### config.mk
export PLATFORM = sky130hd
export DESIGN_NAME = div_signed_sequencer
export DESIGN_NICKNAME = d
export VERILOG_FILES = /design/src/rtl/div_signed_sequencer.sv
export SDC_FILE = /design/constraint.sdc
export NUM_CORES = 1
export LEC_CHECK = 0
export CORE_UTILIZATION = 48
export CTS_BUF_LIST = sky130_fd_sc_hd__clkbuf_8 sky130_fd_sc_hd__clkbuf_16
export DETAILED_ROUTE_END_ITERATION = 10
export PLACE_DENSITY = 0.82
export SLEW_MARGIN = 20
export SYNTH_ARGS = -nofsm -noshare
export SYNTH_HDL_FRONTEND = slang
export SYNTH_SLANG_ARGS = --single-unit
export TNS_END_PERCENT = 20
### constraint.sdc
create_clock -name clk -period 5.4 [get_ports clk]
set_clock_uncertainty 0.05 [all_clocks]
set_input_delay 1.08 -clock clk [delete_from_list [all_inputs] [get_ports clk]]
set_output_delay 1.08 -clock clk [all_outputs]
set_load 0.01 [all_outputs]
### src/rtl/div_signed_sequencer.sv
// Signed/unsigned front/back-end for the 32-bit unsigned multi-cycle divider core.
// Handles operand magnitudes, result sign fix-up, divide-by-zero, overflow and core timeout.
module div_signed_sequencer #(
  parameter int W         = 32,
  parameter int START_CYC = 1,
  parameter int MAX_WAIT  = 64
) (
  input  logic         clk,
  input  logic         rst,
  input  logic         in_valid,
  output logic         in_ready,
  input  logic [W-1:0] in_a,
  input  logic [W-1:0] in_b,
  input  logic         in_signed,
  output logic         out_valid,
  input  logic         out_ready,
  output logic [W-1:0] out_q,
  output logic [W-1:0] out_r,
  output logic         out_dbz,
  output logic         out_ovf,
  output logic         out_tmo,
  output logic [W-1:0] div_a,
  output logic [W-1:0] div_b,
  output logic         div_start,
  input  logic [W-1:0] div_q,
  input  logic [W-1:0] div_r,
  input  logic         div_finish
);

  localparam int SC_W = (START_CYC > 1) ? $clog2(START_CYC) : 1;
  localparam int WC_W = $clog2(MAX_WAIT + 1);
  localparam logic [W-1:0] MIN_VAL = {1'b1, {(W-1){1'b0}}};

  typedef enum logic [2:0] {
    S_IDLE,
    S_START,
    S_WAIT,
    S_FIX,
    S_DONE
  } state_t;

  state_t         state_q, state_d;
  logic           in_ready_q, in_ready_d;
  logic           out_valid_q, out_valid_d;
  logic           div_start_q, div_start_d;
  logic [W-1:0]   out_q_q, out_q_d;
  logic [W-1:0]   out_r_q, out_r_d;
  logic           dbz_q, dbz_d;
  logic           ovf_q, ovf_d;
  logic           tmo_q, tmo_d;
  logic [W-1:0]   div_a_q, div_a_d;
  logic [W-1:0]   div_b_q, div_b_d;
  logic           neg_q_q, neg_q_d;
  logic           neg_r_q, neg_r_d;
  logic [SC_W-1:0] start_cnt_q, start_cnt_d;
  logic [WC_W-1:0] wait_cnt_q, wait_cnt_d;

  always_comb begin
    state_d     = state_q;
    in_ready_d  = in_ready_q;
    out_valid_d = out_valid_q;
    div_start_d = div_start_q;
    out_q_d     = out_q_q;
    out_r_d     = out_r_q;
    dbz_d       = dbz_q;
    ovf_d       = ovf_q;
    tmo_d       = tmo_q;
    div_a_d     = div_a_q;
    div_b_d     = div_b_q;
    neg_q_d     = neg_q_q;
    neg_r_d     = neg_r_q;
    start_cnt_d = start_cnt_q;
    wait_cnt_d  = wait_cnt_q;

    case (state_q)
      S_IDLE: begin
        if (in_valid) begin
          in_ready_d = 1'b0;
          neg_q_d    = in_signed & (in_a[W-1] ^ in_b[W-1]);
          neg_r_d    = in_signed & in_a[W-1];
          div_a_d    = (in_signed && in_a[W-1]) ? -in_a : in_a;
          div_b_d    = (in_signed && in_b[W-1]) ? -in_b : in_b;
          if (in_b == '0) begin
            out_q_d     = '1;
            out_r_d     = in_a;
            dbz_d       = 1'b1;
            out_valid_d = 1'b1;
            state_d     = S_DONE;
          end else if (in_signed && in_a == MIN_VAL && in_b == '1) begin
            out_q_d     = MIN_VAL;
            out_r_d     = '0;
            ovf_d       = 1'b1;
            out_valid_d = 1'b1;
            state_d     = S_DONE;
          end else begin
            div_start_d = 1'b1;
            start_cnt_d = '0;
            state_d     = S_START;
          end
        end
      end
      S_START: begin
        if (start_cnt_q == SC_W'(START_CYC - 1)) begin
          div_start_d = 1'b0;
          wait_cnt_d  = '0;
          state_d     = S_WAIT;
        end else begin
          start_cnt_d = start_cnt_q + SC_W'(1);
        end
      end
      S_WAIT: begin
        // The first WAIT cycle may still show the finish flag of the previous operation.
        if (wait_cnt_q != '0 && div_finish) begin
          out_q_d = div_q;
          out_r_d = div_r;
          state_d = S_FIX;
        end else if (wait_cnt_q == WC_W'(MAX_WAIT - 1)) begin
          out_q_d     = '0;
          out_r_d     = '0;
          tmo_d       = 1'b1;
          out_valid_d = 1'b1;
          state_d     = S_DONE;
        end else begin
          wait_cnt_d = wait_cnt_q + WC_W'(1);
        end
      end
      S_FIX: begin
        out_q_d     = neg_q_q ? -out_q_q : out_q_q;
        out_r_d     = neg_r_q ? -out_r_q : out_r_q;
        out_valid_d = 1'b1;
        state_d     = S_DONE;
      end
      S_DONE: begin
        if (out_ready) begin
          out_valid_d = 1'b0;
          dbz_d       = 1'b0;
          ovf_d       = 1'b0;
          tmo_d       = 1'b0;
          in_ready_d  = 1'b1;
          state_d     = S_IDLE;
        end
      end
      default: begin
        state_d = S_IDLE;
      end
    endcase
  end

  always_ff @(posedge clk or posedge rst) begin
    if (rst) begin
      state_q     <= S_IDLE;
      in_ready_q  <= 1'b1;
      out_valid_q <= 1'b0;
      div_start_q <= 1'b0;
      out_q_q     <= '0;
      out_r_q     <= '0;
      dbz_q       <= 1'b0;
      ovf_q       <= 1'b0;
      tmo_q       <= 1'b0;
      div_a_q     <= '0;
      div_b_q     <= '0;
      neg_q_q     <= 1'b0;
      neg_r_q     <= 1'b0;
      start_cnt_q <= '0;
      wait_cnt_q  <= '0;
    end else begin
      state_q     <= state_d;
      in_ready_q  <= in_ready_d;
      out_valid_q <= out_valid_d;
      div_start_q <= div_start_d;
      out_q_q     <= out_q_d;
      out_r_q     <= out_r_d;
      dbz_q       <= dbz_d;
      ovf_q       <= ovf_d;
      tmo_q       <= tmo_d;
      div_a_q     <= div_a_d;
      div_b_q     <= div_b_d;
      neg_q_q     <= neg_q_d;
      neg_r_q     <= neg_r_d;
      start_cnt_q <= start_cnt_d;
      wait_cnt_q  <= wait_cnt_d;
    end
  end

  assign in_ready  = in_ready_q;
  assign out_valid = out_valid_q;
  assign div_start = div_start_q;
  assign out_q     = out_q_q;
  assign out_r     = out_r_q;
  assign out_dbz   = dbz_q;
  assign out_ovf   = ovf_q;
  assign out_tmo   = tmo_q;
  assign div_a     = div_a_q;
  assign div_b     = div_b_q;

endmodule

==> metrics.cfg, run 1 <==
[run_status]
status=finished clean

[power_and_ir_drop]
power_leakage_nw=5.00
ir_drop_mv=0.346
power_switching_mw=3.40
pwr_density_cell_nw_per_um2=615
p_seq_frac=0.267
pwr-share-clk=0.167
combPwrFrac=0.565
internal-power_mw=4.20
sw_frac_of_total=0.448

[cts]
cts.repair.resized=0
cts_tree=built
clock-root-buffer=clkbuf_16
clock_latency_ps=430
clkSinkCount=146
h-tree-depth=4
cts_hold_buffers=0
clk_pin_slew_ps=70
cts_made_buffers=17
postCtsSetupBuffers=0
clk_path_buf_depth=2

[timing]
slew_violations=0
fin_ws_ps=1140
tightest_slew_ps=1060
final-hold-violation-count=0
setup_viol=0
final.min_clock_period_ps=4260
timing.fmax_mhz=235
fin_crit_sh=0.788
slew_headroom=0.291
rsz0062_at_grt=false
fin_tns_setup_ps=0
hold_ws_ps=431

[synth]
synth_common_cells=o21ai_0, dfrtp_1, nand2_1
synthDistinctLibCells=65
yosysSeqAreaShare=0.413
syn_inst=1047
synth_area_leaders=dfrtp_1, o21ai_0, nand2_1
synth_mux_area_frac=0.00354
ys_warn_count=0
synthSimpleGateAreaFrac=0.215
netlist.area_leader.share=0.410
synth_flop_cell=dfrtp_1
syn_area_um2=8840
avgSynthCellArea_um2=8.44
synth-edff-count=0
synth_xor_area_frac=0.0812
ys_seq_elements=146
yosysTopAreaCell=dfrtp_1
synth_nets=1188
synth_most_common_cell=o21ai_0
synth_top_family_by_area=compound AO/OA/AOI/OAI gates
synth_compound_area_frac=0.243
synth_fa_ha_area_frac=0.00991
async_flop_share=1.00

[die]
dieArea_um2=19000
io_pins=268
rows=49
die_x_um=138
start_util=0.490
core-area_um2=18000
die_h_um=138

[worst_setup_path]
reg2reg_slack_ps=1810
critical_path_class=input pin to flop
crit_family=buffers and inverters
r2r-start=out_r[0]$_DFFE_PP0P_
crit_buf_inv=4
reg2regPathDepth=8
path_max_fanout=24
crit_slowest_cell=clkdlybuf4s50_1
cp-start-kind=input pin
path_cells=clkdlybuf4s50_1, inv_1, ha_1, or3b_1, nor4_1, buf_4, nand4_1, o211ai_2, o21ai_2, buf_4, o21ai_0, o21ai_0
arrival_ps=4510
r2r-end=out_r[28]$_DFFE_PP0P_
endpoint_kind=flop
worstPathRequired_ps=5650
slowest_delay_ps=530

[placement]
placed_area_um2=11700
pre_cts_slack_ps=804
dp_hpwl_mm=22.3
portBuffers=267
gp_congestion=0.952

[final_layout]
fillers=1491
area.growth.synth_to_final_pct=39.7
drive_above_1_share=0.0583
ff_latch_area_um2=3650
multi_input_area_um2=4910
final_cell_area_um2=12400
nNetsFinal=1431

[grt]
grt_overflow_total=0
grt_pass1_vias=8739
antenna_found_initial=0
grt_pass1_wl_mm=47.2
grt_max_degree=90
grt_usage=0.327

[drt]
drtPass1Iterations=5
drc=0
routed_wl_mm=31.1
route.detailed.vias_per_inst=6.19
wl_per_cell_um=20.3
ant_nets=0
drt_iter0_markers=831
vias=9485

[hold_path]
hold_end=div_a[10]$_DFFE_PP0P_
hold_class=flop to flop
hp-start=div_a[10]$_DFFE_PP0P_
whs_path_depth=2

[job]
cap_violations=0

[kinds of logic after synthesis]
family                   count (synthesis)
XOR/XNOR                                82
buffers and inverters                   80
AO/OA/AOI/OAI                          349
AND/OR/NAND/NOR                        380
flip-flops                             146
adder cells (fa/ha/maj)                  7
multiplexers                             3
[through the flow]
step | power [mW] | util | cells
5_1_grt | 8.10 | 0.685 | 1532
3_3_place_gp | 6.13 | 0.651 | 1500
2_1_floorplan | 4.52 | - | 1047
3_5_place_dp | 6.23 | 0.651 | 1500
6_report | 7.60 | 0.685 | 1533
4_1_cts | 7.54 | 0.685 | 1532
[placed cells by master, fill, tap and decap left out, drive strengths merged, types with 12 or more instances in the layout]
master and count:
inv 28, xnor2 30, nor3 29, nor4 16, nand3 15, clkbuf 17, nor2 78, nand2 136
nand4 12, o31ai 19, buf 16, or4 25, dfrtp 145, or3 23, a21oi 63, clkdlybuf4s50 267
xor2 52, a211oi 14, a221oi 29, o21ai 164, nor3b 13
[worst reg2reg max path, cell delays in order, from the launching register on]
cell and delay [ps]:
dfrtp_1 450, inv_1 110, ha_1 220, or4b_1 590, or4_1 710, nor4b_1 760
a211oi_1 200, a221oi_1 260, o21ai_0 110
[final cells by class]
type / count / share of cell area
Timing Repair Buffer: 283 / 0.226
Multi-Input combinational cell: 821 / 0.398
Clock buffer: 17 / 0.0344
Clock inverter: 15 / 0.0159
Tap cell: 229 / 0.0232
Inverter: 21 / 0.00679
Antenna cell: 1 / 0.000203
Sequential cell: 146 / 0.296
[power by group through the flow]
stage	clock network, mW	registers, mW	logic [mW]
after floorplan	0	2.10	2.41
after global placement	0	2.02	4.11
after detailed placement	0	2.03	4.20
after CTS	1.28	2.02	4.24
after global routing	1.32	2.10	4.69
final	1.27	2.03	4.30
[per-layer routing]
layer	vias to the layer above	global-route usage	share of wire	routed length, µm
met4	0	0.144	0.039	1200
met3	99	0.0684	0.085	2640
met1	4582	0.419	0.40	12500
li1	4337	-	-	-
met2	467	0.532	0.47	14700
met5	-	0	0	0
[worst max-delay path by stage]
| stage | startpoint | endpoint | slack [ps] | cells after the start |
|---|---|---|---|---|
| finish | in_a[0] | out_q[29]$_DFFE_PP0P_ | 1140 | 12 |
| global route | in_a[0] | out_q[27]$_DFFE_PP0P_ | 1000 | 12 |
| CTS | in_a[0] | out_q[29]$_DFFE_PP0P_ | 1230 | 12 |
| detailed placement | in_a[0] | out_q[29]$_DFFE_PP0P_ | 800 | 12 |
| global placement | in_b[15] | out_q[29]$_DFFE_PP0P_ | 930 | 9 |
| floorplan | rst | div_a[0]$_DFFE_PP0P_ | 350 | 1 |
[registers in the layout, indices dropped and copies added, names as in the netlist]
signal and count:
div_start 1, neg_q_q 1, in_ready 1, div_b 32, out_ovf 1, wait_cnt_q 7, div_a 32, state_q 3
neg_r_q 1, out_dbz 1, out_tmo 1, out_q 32, out_r 32, out_valid 1
Power figures use the tool's default switching activity.
==> inputs of run 2 (changes only) <==
Settings changed: CORE_UTILIZATION 48 to 43, PLACE_DENSITY 0.82 to 0.77.
Clock period 5.4 ns to 3.68 ns, I/O delays scaled along.
==> metrics.cfg, run 2 (same netlist as run 1, synthesis figures left out) <==
[drt]
drtPass1Iterations=5  ; unchanged
routed_wl_mm=31.7  ; +2.0%
ant_nets=0  ; unchanged
wl_per_cell_um=19.4  ; -4.4%
vias=9486  ; +0.011%
drc=0  ; unchanged
drt_iter0_markers=755  ; -9.1%
route.detailed.vias_per_inst=5.80  ; -6.3%

[placement]
portBuffers=267  ; unchanged
dp_hpwl_mm=23.3  ; +4.5%
gp_congestion=0.909  ; -4.5%
placed_cells=1601  ; +6.7%

[die]
io_pins=268  ; unchanged
die_x_um=145  ; +5.6%
die_h_um=145  ; +5.6%
dieArea_um2=21100  ; +11%
core-area_um2=20200  ; +12%
rows=52  ; +6.1%
start_util=0.438  ; -0.0522

[grt]
grt_overflow_total=0  ; unchanged
grt_usage=0.299  ; -0.0284
antenna_found_initial=3  ; +3
grt_max_degree=131  ; +46%
grt_pass1_wl_mm=49.7  ; +5.5%
grt_pass1_vias=9238  ; +5.7%

[final_layout]
fin_cells=1636  ; +6.7%
area.growth.synth_to_final_pct=47.0
final_cell_mix=clkdlybuf4s50_1, o21ai_0, dfrtp_1, nand2_1, nor2_1
drive_above_1_share=0.0998  ; +0.0415
final_util=0.644  ; -0.0410
layout_commonest_cell=clkdlybuf4s50_1
fillers=1718  ; +15%
nNetsFinal=1491  ; +4.2%

[worst_setup_path]
critical_path_class=input pin to flop
slowest_delay_ps=460  ; -70 ps
crit_slowest_cell=clkdlybuf4s50_1
cp-start-kind=input pin
worstPathRequired_ps=3940  ; -1710 ps
arrival_ps=3680  ; -830 ps
path_cells=clkdlybuf4s50_1, inv_1, ha_1, or3b_1, nor4_2, buf_4, nand4_1, o211ai_2, buf_4, o21bai_2, buf_4, o21ai_0, o21ai_1
crit_path_frequent_cell=buf_4
crit_family=buffers and inverters
path_max_fanout=9  ; -63%
endpoint_kind=flop
worstSetupPathDepth=13  ; +1
crit_buf_inv=5  ; +1
reg2regPathDepth=9  ; +1

[timing]
slew_headroom=0.458  ; +0.167
setup_viol=0  ; unchanged
slew_violations=0  ; unchanged
fin_crit_sh=0.930
final-hold-violation-count=0  ; unchanged
timing.fmax_mhz=292
rsz0062_at_grt=false
tightest_slew_ps=814  ; -242 ps
final.min_clock_period_ps=3420

[cts]
clk_pin_slew_ps=60  ; about the same
cts_hold_buffers=0  ; unchanged
h-tree-depth=4  ; unchanged
cts_tree=built
postCtsSetupBuffers=0  ; unchanged
cts.repair.resized=0  ; unchanged
clkSinkCount=146  ; unchanged
clock_latency_ps=430  ; about the same
clock-root-buffer=clkbuf_16
clk_path_buf_depth=2  ; unchanged
cts_made_buffers=17  ; unchanged

[power_and_ir_drop]
sw_frac_of_total=0.430  ; -0.0176
p_seq_frac=0.258  ; -0.009
pwr-share-clk=0.169  ; +0.002
internal-power_mw=6.60  ; +57%
combPwrFrac=0.572  ; +0.007
power_leakage_nw=5.34  ; +6.7%
pwr_density_cell_nw_per_um2=891  ; +45%
ir_drop_mv=0.527  ; +52%
power_switching_mw=4.98  ; +46%

[job]
cap_violations=0  ; unchanged

[hold_path]
whs_path_depth=2  ; unchanged
hold_class=flop to flop

[run_status]
status=finished clean

[run 2: cell types whose count changed in the layout (fill, tap and decap cells not counted), moves of 2 or more]
cell       change
clkbuf_8       +2
clkinv_4       +2
diode_2        +2
inv_8          -2
buf_4         +52
bufinv_16      +2
inv_6          -6
buf_12         +7
[run 2: worst register-to-register path: stages (launching register included)]
cell	delay, ps
dfrtp_1	450
inv_1	130
ha_1	210
or4b_1	480
or4_1	670
or2_1	340
or3_1	380
nor3b_1	150
a221oi_1	250
o21ai_1	100
[run 2: worst paths after layout]
| path | slack (ps) | startpoint | end |
|---|---|---|---|
| min reg2reg | 430 | div_b[9]$_DFFE_PP0P_ | div_b[9]$_DFFE_PP0P_ |
| max reg2reg | 360 | out_r[0]$_DFFE_PP0P_ | out_r[24]$_DFFE_PP0P_ |
| min in group asynchronous | 550 | rst | div_a[22]$_DFFE_PP0P_ |
| min | 430 | div_b[9]$_DFFE_PP0P_ | div_b[9]$_DFFE_PP0P_ |
| max | 260 | in_a[0] | out_r[24]$_DFFE_PP0P_ |
| max in group asynchronous | 2320 | rst | in_ready$_DFFE_PP1P_ |
[run 2: through the flow]
stage	TNS, ps	cell area [µm²]	hold WS [ps]	worst slack, ps	total power [mW]
CTS	0	13000	434	206	11.5
global placement	-71.6	12300	403	-19.1	9.38
finish	0	13000	428	256	11.6
global route	0	13000	453	123	12.4
floorplan	0	8840	446	391	6.63
detailed placement	-908	12300	414	-93.6	9.50
[run 2: layout make-up]
| type | count | area (µm²) | area share |
|---|---|---|---|
| Clock inverter | 13 | 209 | 0.0161 |
| Tap cell | 270 | 338 | 0.0260 |
| Multi-Input combinational cell | 821 | 4920 | 0.378 |
| Antenna cell | 3 | 7.51 | 0.000578 |
| Clock buffer | 19 | 453 | 0.0349 |
| Timing Repair Buffer | 343 | 3330 | 0.257 |
| Inverter | 21 | 82.6 | 0.00635 |
| Sequential cell | 146 | 3650 | 0.281 |
[run 2: layer usage]
layer / up-vias / share of wire / GRT usage / wire, µm
met3: 69 / 0.068 / 0.0586 / 2150
met5: - / 0 / 0 / 0
li1: 4440 / - / - / -
met4: 0 / 0.037 / 0.143 / 1160
met2: 412 / 0.48 / 0.488 / 15100
met1: 4565 / 0.42 / 0.381 / 13300
[run 2: power groups by stage]
stage	logic, mW	registers [mW]	clock network [mW]
after floorplan	3.54	3.09	0
after global placement	6.41	2.97	0
after detailed placement	6.51	2.99	0
after CTS	6.56	2.98	1.98
after global routing	7.21	3.09	2.06
final	6.63	2.99	1.96
